[src/rtl/trace_char_class.sv]
`default_nettype none
// ---------------------------------------------------------------------------
// trace_char_class : classifies one ASCII character as decimal / lowercase hex
// Rev 1.0
// ---------------------------------------------------------------------------
module trace_char_class (
  input  logic [7:0] char,
  output logic       is_dec,
  output logic       is_hex,
  output logic [3:0] nibble
);

  always_comb begin
    is_dec = (char >= 8'h30) && (char <= 8'h39);
    is_hex = is_dec || ((char >= 8'h61) && (char <= 8'h66));
    // 'a'..'f' have low nibbles 1..6, so adding 9 yields 10..15
    nibble = is_dec ? char[3:0] : (char[3:0] + 4'd9);
  end

endmodule
`default_nettype wire

[config.mk]
export PLATFORM = sky130hd
export DESIGN_NAME = trace_char_class
export DESIGN_NICKNAME = d
export VERILOG_FILES = /design/src/rtl/trace_char_class.sv
export SDC_FILE = /design/constraint.sdc
export NUM_CORES = 1
export LEC_CHECK = 0
export CAP_MARGIN = 25
export CORE_AREA = 3 3 40 42
export DETAILED_ROUTE_END_ITERATION = 6
export DIE_AREA = 0 0 43 45
export SETUP_SLACK_MARGIN = 0.05
export SYNTH_ARGS = -nofsm -noshare
export SYNTH_HDL_FRONTEND = slang
export SYNTH_SLANG_ARGS = --single-unit
[constraint.sdc]
create_clock -name vclk -period 1.5
set_input_delay 0.15 -clock vclk [all_inputs]
set_output_delay 0.15 -clock vclk [all_outputs]
set_load 0.05 [all_outputs]
* Word-level counts from Yosys, hierarchy flattened
Index checks and enable logic that the tools add are counted.
** Storage, ports and cells
- Register bits after elaboration :: 0
- Input bits :: 8
- Output and inout port bits :: 6
** Operators by class
- $add $sub $neg :: 1
- Magnitude comparators :: 4
- Multiplexer cells :: 1
- Reduce and logical (&&, ||, !) cells :: 3
** Operator list (count)
- $ge A8 B6 Y1 const B :: 1
- $ge A8 B7 Y1 const B :: 1
- $le A8 B6 Y1 const B :: 1
- $le A8 B7 Y1 const B :: 1
- $add A4 B4 Y4 const B :: 1
- $mux W4 :: 1
- $logic_and A1 B1 Y1 :: 2
- $logic_or A1 B1 Y1 :: 1

* Longest topological paths before layout
Gate-level depths: netlist of the first run.
- Depth after elaboration :: 3
- Mapped depth :: 5

* Least setup slack after synthesis of the first run
No wires, ideal clock.
- Path kind :: input to output
- Start :: in char[1]
- End :: out nibble[0]
- Arrival time :: 1.592 ns
- Data required time :: 1.350 ns
- Setup slack :: -0.242 ns
- Stages on the path :: 5
- Path buffers :: 0
- Path through :: inv_1 -> ha_1 -> o21bai_4 -> a21oi_4 -> xnor2_1
** On the way
- Word-level cells in the longest chain between the ends :: 3
** Ends and longest elaborated chain
- start, declared :: line 7 : input logic [7:0] char,
- $ge A8 B6 Y1 / $le A8 B6 Y1 (equally long branches) :: line 14 : is_dec = (char >= 8'h30) && (char <= 8'h39);
- $logic_and A1 B1 Y1 * :: line 14
- net is_dec :: line 8 : output logic is_dec,
- $mux W4 * :: line 17 : nibble = is_dec ? char[3:0] : (char[3:0] + 4'd9);
- end, declared :: line 10 : output logic [3:0] nibble
Mark *: on every way through the listed nets, which the timed path passes. The rest lies on a longest branch.

* Final worst setup path of the first run
- Start :: in char[2]
- End :: out nibble[1]
** On the way
- Word-level cells in the longest chain between the ends :: 3
** Ends and longest elaborated chain (line)
- $ge A8 B6 Y1 / $le A8 B6 Y1 (equally long branches) :: 14
- $logic_and A1 B1 Y1 * :: 14
- $mux W4 * :: 17
Every way passes the cells marked *; elsewhere a longest branch is shown, timed or not.

==> out/metrics.csv, run 1 <==
stage;metric;value;unit
sta;RSZ-0062 raised after global routing;no;
setup_path;crit end category;output pin;
power;Pleak;0.252;nW
placed_design;IO Port Bufs;14;
placed_design;hpwl dp;531;um
worst_hold_path;worst hold-check path type;in -> out;
die;DIE AREA;0.00194;mm2
final_layout;clock buffer count;0;
final_layout;ratio of cells with drive above 1 in the final layout;64.7;%
sta;Final Cycle Share;92.9;%
final_layout;total number of sequential cells;0;
power;Internal Pwr Total;95.7;uW
routing;via count;274;
final_layout;fill count;133;
sta;final hold viol count;0;
routing;DR vias/cell;4.15;
logic_synthesis;Seq/Total Area, Yosys;0;%
sta;achievable frequency;717;MHz
logic_synthesis;Ys Warns;0;
final_layout;final net count;65;
setup_path;CP startpoint kind;input pin;
final_layout;area growth from synthesis to layout;150;%
routing;1st-pass router iterations;1;
power;Max IR drop VDD;0.181;mV
routing;DRC;0;
final_layout;Sequential cell area;0;um2
sta;min setup slack post-route;0.106;ns
sta;final setup fails;0;
setup_path;Critical Path RT;1.35;ns
sta;max-slew violations;0;
setup_path;Worst EP arrival;1.24;ns
worst_hold_path;Hold Path Depth;4;
final_layout;Post-Layout Cell Count;66;
global_route;first-pass GRT wire length;1150;um
setup_path;critical path fanouts, max;4;
die;row cnt;13;
routing;1st-iter DRT viols;0;
routing;final wirelength;635;um
status;status;finished, final reports clean;
sta;Worst Max-Slew Pin Slew;0.189;ns
placed_design;Placement Setup Slack;-0.347;ns
logic_synthesis;Post-Syn Nets;37;
sta;worst rel slew slack;87.3;%
final_layout;Antenna Cells;0;
sta;crit path time final;1.39;ns
job;Max-cap violations;0;
die;core area;0.00128;mm2
die;initial core utilization;17.8;%
logic_synthesis;Mapped Cells;25;
power;sw frac;47.7;%
logic_synthesis;synthesized area per cell;9.16;um2
global_route;GRT Util Overall;7.21;%
global_route;Congestion Overflow GR;0;
placed_design;Final GP Congestion;0.759;
global_route;initial antenna violation count;0;
logic_synthesis;Distinct cells, synth;17;
routing;drt wl/cell;9.62;um
routing;antenna-violating nets left;0;
die;IO Pins;14;
power;Clk pwr share;0;%
global_route;number of global-route vias before repair;284;
power;sequential share of power;0;%
setup_path;WS Path Type;in -> out;
placed_design;Placed Cells incl. Taps;62;
die;Die W;43;um
logic_synthesis;Synth Cell Area;229;um2
power;Combinational Power Share;100.0;%
die;Die H;45;um
power;switching power;87.5;uW
power;pwr dens;320;mW/mm2
global_route;largest net degree at the start of global routing;6;
[worst max-delay path, cell delays in order]
cell           delay (ns)
dlygate4sd2_1        0.25
o21bai_4             0.18
a21oi_4              0.19
mux2_4               0.33
buf_8                0.15
[cells in the mapped netlist]
cell       count  area (um2)
o21bai_4       1        18.8
inv_1          2        7.51
o2bb2ai_1      1        8.76
nor2_1         2        7.51
mux2_4         1        15.0
nand2_1        3        11.3
a21oi_4        1        16.3
a21oi_1        1        5.00
nand3_1        2        10.0
xnor2_1        1        8.76
nand4bb_4      1        27.5
ha_1           4        50.1
o21ba_2        1        10.0
o21ai_0        1        5.00
nand4bb_1      1        11.3
nand2b_1       1        6.26
a41o_1         1        10.0
[stage by stage]
step	util (%)	hold WS [ns]	power [mW]	cell area (um2)	TNS [ns]
6_report	44.5	0.777	0.183	572	0
5_1_grt	44.5	0.788	0.193	572	0
4_1_cts	44.4	0.813	0.184	571	0
3_5_place_dp	41.9	1.18	0.178	538	-1.62
3_3_place_gp	41.9	1.17	0.177	538	-1.59
2_1_floorplan	-	0.428	0.0858	272	0
[cells by family after synthesis]
group	count (synthesis)	share of synthesized area [%]
adder cells (fa/ha/maj)	4	21.9
multiplexers	1	6.56
buffers and inverters	2	3.28
AO/OA/AOI/OAI	7	32.2
XOR/XNOR	1	3.83
AND/OR/NAND/NOR	10	32.2
[repair_timing]
item / CTS / global route
pin swaps: 3 / 3
hold buffers: 0 / 0
gates resized for setup: 18 / 4
buffers inserted: 4 / 0
endpoints found under the setup margin: 6 / 3
hold endpoints to repair: 0 / 0
[power groups by stage]
| stage | registers, mW | clock network (mW) | logic [mW] |
|---|---|---|---|
| 2_1_floorplan | 0 | 0 | 0.0858 |
| 3_3_place_gp | 0 | 0 | 0.177 |
| 3_5_place_dp | 0 | 0 | 0.178 |
| 4_1_cts | 0 | 0 | 0.184 |
| 5_1_grt | 0 | 0 | 0.193 |
| 6_report | 0 | 0 | 0.183 |
[final timing paths]
check	end	from	slack (ns)
min	nibble[0]	char[0]	0.78
max	nibble[1]	char[2]	0.11
[cell type report]
class	instances	area (um2)	area share [%]
Multi-Input combinational cell	23	273	47.7
Tap cell	15	18.8	3.28
Inverter	2	10.0	1.75
Timing Repair Buffer	26	270	47.3
[cells in the final DEF, fill, tap and decap left out, types with 2 or more instances in the layout]
master         Yosys  layout
nor2_1             2       2
ha_4               0       2
buf_4              0      14
ha_1               4       2
nand2_1            3       3
buf_12             0       5
nand3_1            2       2
dlygate4sd2_1      0       4
[metal layers]
layer / share of wire [%] / track usage [%] / routed length (um) / up-vias
li1: - / - / - / 144
met1: 46 / 10.5 / 294 / 123
met2: 50 / 12.9 / 320 / 7
met3: 3.0 / 0 / 19 / 0
met4: 0 / 0 / 0 / 0
met5: 0 / 0 / 0 / -
(Power assumes the default switching activity.)
==> inputs of run 2 (changes only) <==
REMOVE_ABC_BUFFERS = 1   (was not set)
==> out/metrics.csv, run 2 (synthesis results as in run 1) <==
stage;metric;value;unit;change
status;status;finished, final reports clean;;
sta;max-slew violations;0;;unchanged
routing;final wirelength;656;um;+3.3%
final_layout;area growth from synthesis to layout;148;%;
setup_path;crit end category;output pin;;
final_layout;ratio of cells with drive above 1 in the final layout;63.5;%;-1.2 points
routing;1st-iter DRT viols;3;;+3
sta;crit path time final;1.39;ns;-0.00367 ns
power;Max IR drop VDD;0.139;mV;-23%
setup_path;slowest cell on the critical path;mux2_4;;
final_layout;Sequential cell area;0;um2;unchanged
setup_path;Critical Path RT;1.35;ns;about the same
routing;antenna-violating nets left;0;;unchanged
global_route;initial antenna violation count;0;;unchanged
power;sequential share of power;0;%;unchanged
setup_path;Setup crit start;char[1];;
global_route;met2 global-route usage;15.6;%;+2.7 points
power;switching power;87.7;uW;+0.32%
routing;drt wl/cell;9.79;um;+1.8%
placed_design;Final GP Congestion;0.792;;+4.2%
die;initial core utilization;17.8;%;unchanged
global_route;first-pass GRT wire length;1260;um;+10%
final_layout;total number of sequential cells;0;;unchanged
setup_path;Worst EP arrival;1.24;ns;about the same
setup_path;WS Path Type;in -> out;;
die;IO Pins;14;;unchanged
routing;DR vias/cell;4.09;;-1.5%
power;Power, Total;185;uW;+1.3%
sta;Final Cycle Share;92.7;%;-0.24 points
global_route;largest net degree at the start of global routing;6;;unchanged
final_layout;post-layout util;44.2;%;-0.29 points
placed_design;hpwl dp;508;um;-4.4%
sta;final hold viol count;0;;unchanged
setup_path;CP startpoint kind;input pin;;
global_route;met1 GRT Util;10.2;%;-0.24 points
power;Clk pwr share;0;%;unchanged
final_layout;clock buffer count;0;;unchanged
global_route;GRT busiest layer;met2;;
die;Die H;45;um;unchanged
routing;DRC;0;;unchanged
routing;via count;274;;unchanged
sta;Fin Hold WS;0.768;ns;-0.00985 ns
global_route;Congestion Overflow GR;0;;unchanged
sta;Worst Max-Slew Pin Slew;0.265;ns;+0.0762 ns
sta;achievable frequency;719;MHz;+0.26%
die;row cnt;13;;unchanged
die;core area;0.00128;mm2;unchanged
routing;1st-pass router iterations;3;;+2
global_route;met3 Usage GRT;0.398;%;+0.40 points
final_layout;Antenna Cells;0;;unchanged
setup_path;worst setup path endpoint;nibble[1];;
power;Pleak;0.253;nW;+0.74%
final_layout;commonest non-fill, non-tap cells in the layout;13 x buf_4, 5 x buf_12, 3 x nand2_1, 3 x clkdlybuf4s15_1;;
power;sw frac;47.3;%;-0.45 points
sta;worst rel slew slack;82.2;%;-5.1 points
setup_path;critical path fanouts, max;5;;+1
global_route;GRT Util Overall;7.96;%;+0.75 points
placed_design;IO Port Bufs;14;;unchanged
setup_path;cells along the critical path;buf_6, inv_4, ha_4, o21bai_4, a21oi_4, mux2_4, buf_8;;
final_layout;commonest non-fill, non-tap cell in the layout;buf_4;;
power;Combinational Power Share;100.0;%;about the same
power;Internal Pwr Total;97.7;uW;+2.1%
worst_hold_path;worst hold-check path type;in -> out;;
die;DIE AREA;0.00194;mm2;unchanged
job;Max-cap violations;0;;unchanged
setup_path;Critical Path Max Stage Delay;0.33;ns;about the same
power;pwr dens;327;mW/mm2;+1.9%
sta;final setup fails;0;;unchanged
die;Die W;43;um;unchanged
global_route;number of global-route vias before repair;291;;+2.5%
sta;RSZ-0062 raised after global routing;no;;
final_layout;final net count;66;;+1.5%
cts;# hold bufs at CTS;0;;unchanged
==> run 2: through the flow <==
step                      setup WS [ns]  std cells  TNS (ns)  area, um2
after global routing             0.0603         67         0        568
after detailed placement         -0.430         64     -1.92        510
final                             0.110         67         0        568
after floorplan                  -0.242         25    -0.483        229
after global placement           -0.396         64     -1.71        510
after CTS                        0.0472         66         0        553
==> run 2: power by group through the flow <==
stage / clock, mW / combinational [mW] / sequential (mW)
after floorplan: 0 / 0.0779 / 0
after global placement: 0 / 0.171 / 0
after detailed placement: 0 / 0.172 / 0
after CTS: 0 / 0.181 / 0
after global routing: 0 / 0.198 / 0
final: 0 / 0.185 / 0
==> run 2: layout make-up <==
type	count	area, um2
Fill cell	132	717
Timing Repair Buffer	27	284
Multi-Input combinational cell	23	253
Tap cell	15	18.8
Inverter	2	12.5
==> run 2: per-layer routing <==
| metal | share of wire [%] | vias up | routed length (um) |
|---|---|---|---|
| met2 | 56 | 5 | 366 |
| met3 | 2.6 | 0 | 17 |
| li1 | - | 148 | - |
| met5 | 0 | - | 0 |
| met4 | 0 | 0 | 0 |
| met1 | 41 | 121 | 272 |
==> run 2: timing repair <==
item,in CTS,in global routing
setup endpoints to repair,6,3
hold endpoints to repair,0,0
resized for setup,26,9
pin swaps,4,5
setup buffers,2,1
==> run 2: worst min path at each step <==
stage                end  depth (start not counted)     from  slack [ns]
2_1_floorplan     is_dec                          1  char[3]        0.42
3_3_place_gp      is_hex                          4  char[7]        1.21
3_5_place_dp      is_hex                          4  char[7]        1.19
4_1_cts        nibble[0]                          4  char[0]        0.79
5_1_grt        nibble[0]                          4  char[0]        0.80
6_report       nibble[0]                          4  char[0]        0.77
==> run 2: worst max-delay path, delay by kind of cell <==
family | cells | cell delay (ns)
adder cells (fa/ha/maj) | 1 | 0.14
multiplexers | 1 | 0.33
buffers and inverters | 3 | 0.32
AO/OA/AOI/OAI | 2 | 0.30
==> inputs of run 3 (changes only) <==
PLACE_DENSITY_LB_ADDON = 0.05   (was not set)
SETUP_SLACK_MARGIN = not set   (was 0.05)
==> out/metrics.csv, run 3 (synthesis results as in run 1) <==
stage;metric;value;unit;change
power;Internal Pwr Total;95.5;uW;-2.3%
placed_design;hpwl dp;565;um;+11%
setup_path;slowest cell on the critical path;mux2_4;;
setup_path;CP startpoint kind;input pin;;
setup_path;critical path fanouts, max;5;;unchanged
global_route;GRT Util Overall;8.54;%;+0.58 points
routing;antenna-violating nets left;0;;unchanged
die;core area;0.00128;mm2;unchanged
sta;achievable frequency;690;MHz;-4.1%
power;sw frac;48.4;%;+1.1 points
routing;final wirelength;791;um;+21%
routing;DRC;0;;unchanged
power;Max IR drop VDD;0.140;mV;+1.1%
die;DIE AREA;0.00194;mm2;unchanged
job;Max-cap violations;0;;unchanged
final_layout;Sequential cell area;0;um2;unchanged
global_route;met3 Usage GRT;1.59;%;+1.2 points
sta;Final Cycle Share;96.6;%;+3.9 points
sta;final setup fails;0;;unchanged
sta;worst rel slew slack;85.3;%;+3.1 points
sta;crit path time final;1.45;ns;+0.0587 ns
global_route;largest net degree at the start of global routing;6;;unchanged
sta;Worst Max-Slew Pin Slew;0.218;ns;-0.0470 ns
setup_path;Critical Path RT;1.35;ns;about the same
cts;# hold bufs at CTS;0;;unchanged
die;initial core utilization;17.8;%;unchanged
status;status;finished, final reports clean;;
final_layout;Finished Cell Area;579;um2;+2.0%
global_route;Congestion Overflow GR;0;;unchanged
worst_hold_path;worst hold-check path type;in -> out;;
power;Pleak;0.263;nW;+3.6%
power;sequential share of power;0;%;unchanged
placed_design;Post-DP Area;495;um2;-2.9%
setup_path;crit end category;output pin;;
power;Clk pwr share;0;%;unchanged
setup_path;WS Path Type;in -> out;;
placed_design;IO Port Bufs;14;;unchanged
final_layout;final net count;67;;+1.5%
routing;1st-iter DRT viols;4;;+1
final_layout;commonest non-fill, non-tap cell in the layout;buf_4;;
final_layout;clock buffer count;0;;unchanged
setup_path;Crit path max-delay family;buffers and inverters;;
final_layout;area growth from synthesis to layout;153;%;
setup_path;Buf+Inv Stages, Crit Path;3;;unchanged
sta;final hold viol count;0;;unchanged
final_layout;post-layout util;45.1;%;+0.88 points
die;Die H;45;um;unchanged
setup_path;Worst EP arrival;1.30;ns;+0.06 ns
global_route;initial antenna violation count;0;;unchanged
setup_path;cells along the critical path;clkbuf_4, inv_4, ha_4, o21bai_4, a21oi_4, mux2_4, buf_8;;
routing;1st-pass router iterations;2;;-1
final_layout;total number of sequential cells;0;;unchanged
global_route;GRT busiest layer;met2;;
routing;via count;292;;+6.6%
setup_path;Critical Path Max Stage Delay;0.33;ns;about the same
routing;drt wl/cell;11.6;um;+19%
die;Die W;43;um;unchanged
die;row cnt;13;;unchanged
sta;RSZ-0062 raised after global routing;no;;
global_route;number of global-route vias before repair;296;;+1.7%
routing;DR vias/cell;4.29;;+5.0%
global_route;first-pass GRT wire length;1280;um;+1.1%
final_layout;ratio of cells with drive above 1 in the final layout;62.3;%;-1.2 points
sta;max-slew violations;0;;unchanged
placed_design;Final GP Congestion;0.597;;-25%
power;Power, Total;185;uW;-0.23%
power;Combinational Power Share;100.0;%;about the same
final_layout;commonest non-fill, non-tap cells in the layout;14 x buf_4, 5 x buf_12, 4 x dlygate4sd2_1, 3 x nand2_1;;
sta;Fin Hold WS;0.718;ns;-0.0491 ns
die;IO Pins;14;;unchanged
global_route;met2 global-route usage;18.9;%;+3.3 points
sta;setup tns final;0;ns;unchanged
final_layout;Antenna Cells;0;;unchanged
power;switching power;89.6;uW;+2.1%
power;pwr dens;319;mW/mm2;-2.2%
global_route;met1 GRT Util;8.57;%;-1.7 points
-- run 3: cell count changes in the layout (fill, tap and decap cells not counted), sizes merged --
cell / delta
dlygate4sd2: +3
clkdlybuf4s15: -1
clkbuf: -1
-- run 3: area by class of cell --
type	count	area (um2)
fill	131	706
multi-input combinational	23	260
inverter	2	12.5
timing repair buffer	28	288
tap	15	18.8
-- run 3: timing repair --
action,4_1_cts,5_1_grt
setup endpoints to repair,6,5
gates resized for setup,22,7
pin swaps,3,2
setup buffers,5,1
-- run 3: per-layer routing --
layer  up-vias  wire length, um
met5         -                0
met1       137              258
met4         0                0
met3         0               50
li1        147                -
met2         8              483
-- run 3: path summary, 6_finish.rpt --
path / startpoint / slack [ns] / endpoint / depth (start not counted)
max: char[0] / 0.05 / nibble[1] / 7
min: char[0] / 0.72 / nibble[0] / 3
-- run 3: power groups by stage --
stage | Combinational [mW] | Sequential, mW | Clock, mW
5_1_grt | 0.197 | 0 | 0
3_5_place_dp | 0.170 | 0 | 0
2_1_floorplan | 0.0779 | 0 | 0
4_1_cts | 0.180 | 0 | 0
6_report | 0.185 | 0 | 0
3_3_place_gp | 0.167 | 0 | 0
-- run 3: worst min-delay path: cells and delay by family --
kind                   cells  cell delay (ns)
buffers and inverters      2             0.32
XOR/XNOR                   1             0.10
-- run 3: per-stage QoR --
step / setup WS [ns] / instances
floorplan: -0.242 / 25
global placement: -0.446 / 62
detailed placement: -0.450 / 62
CTS: 0.00546 / 67
global route: 0.000354 / 68
finish: 0.0510 / 68
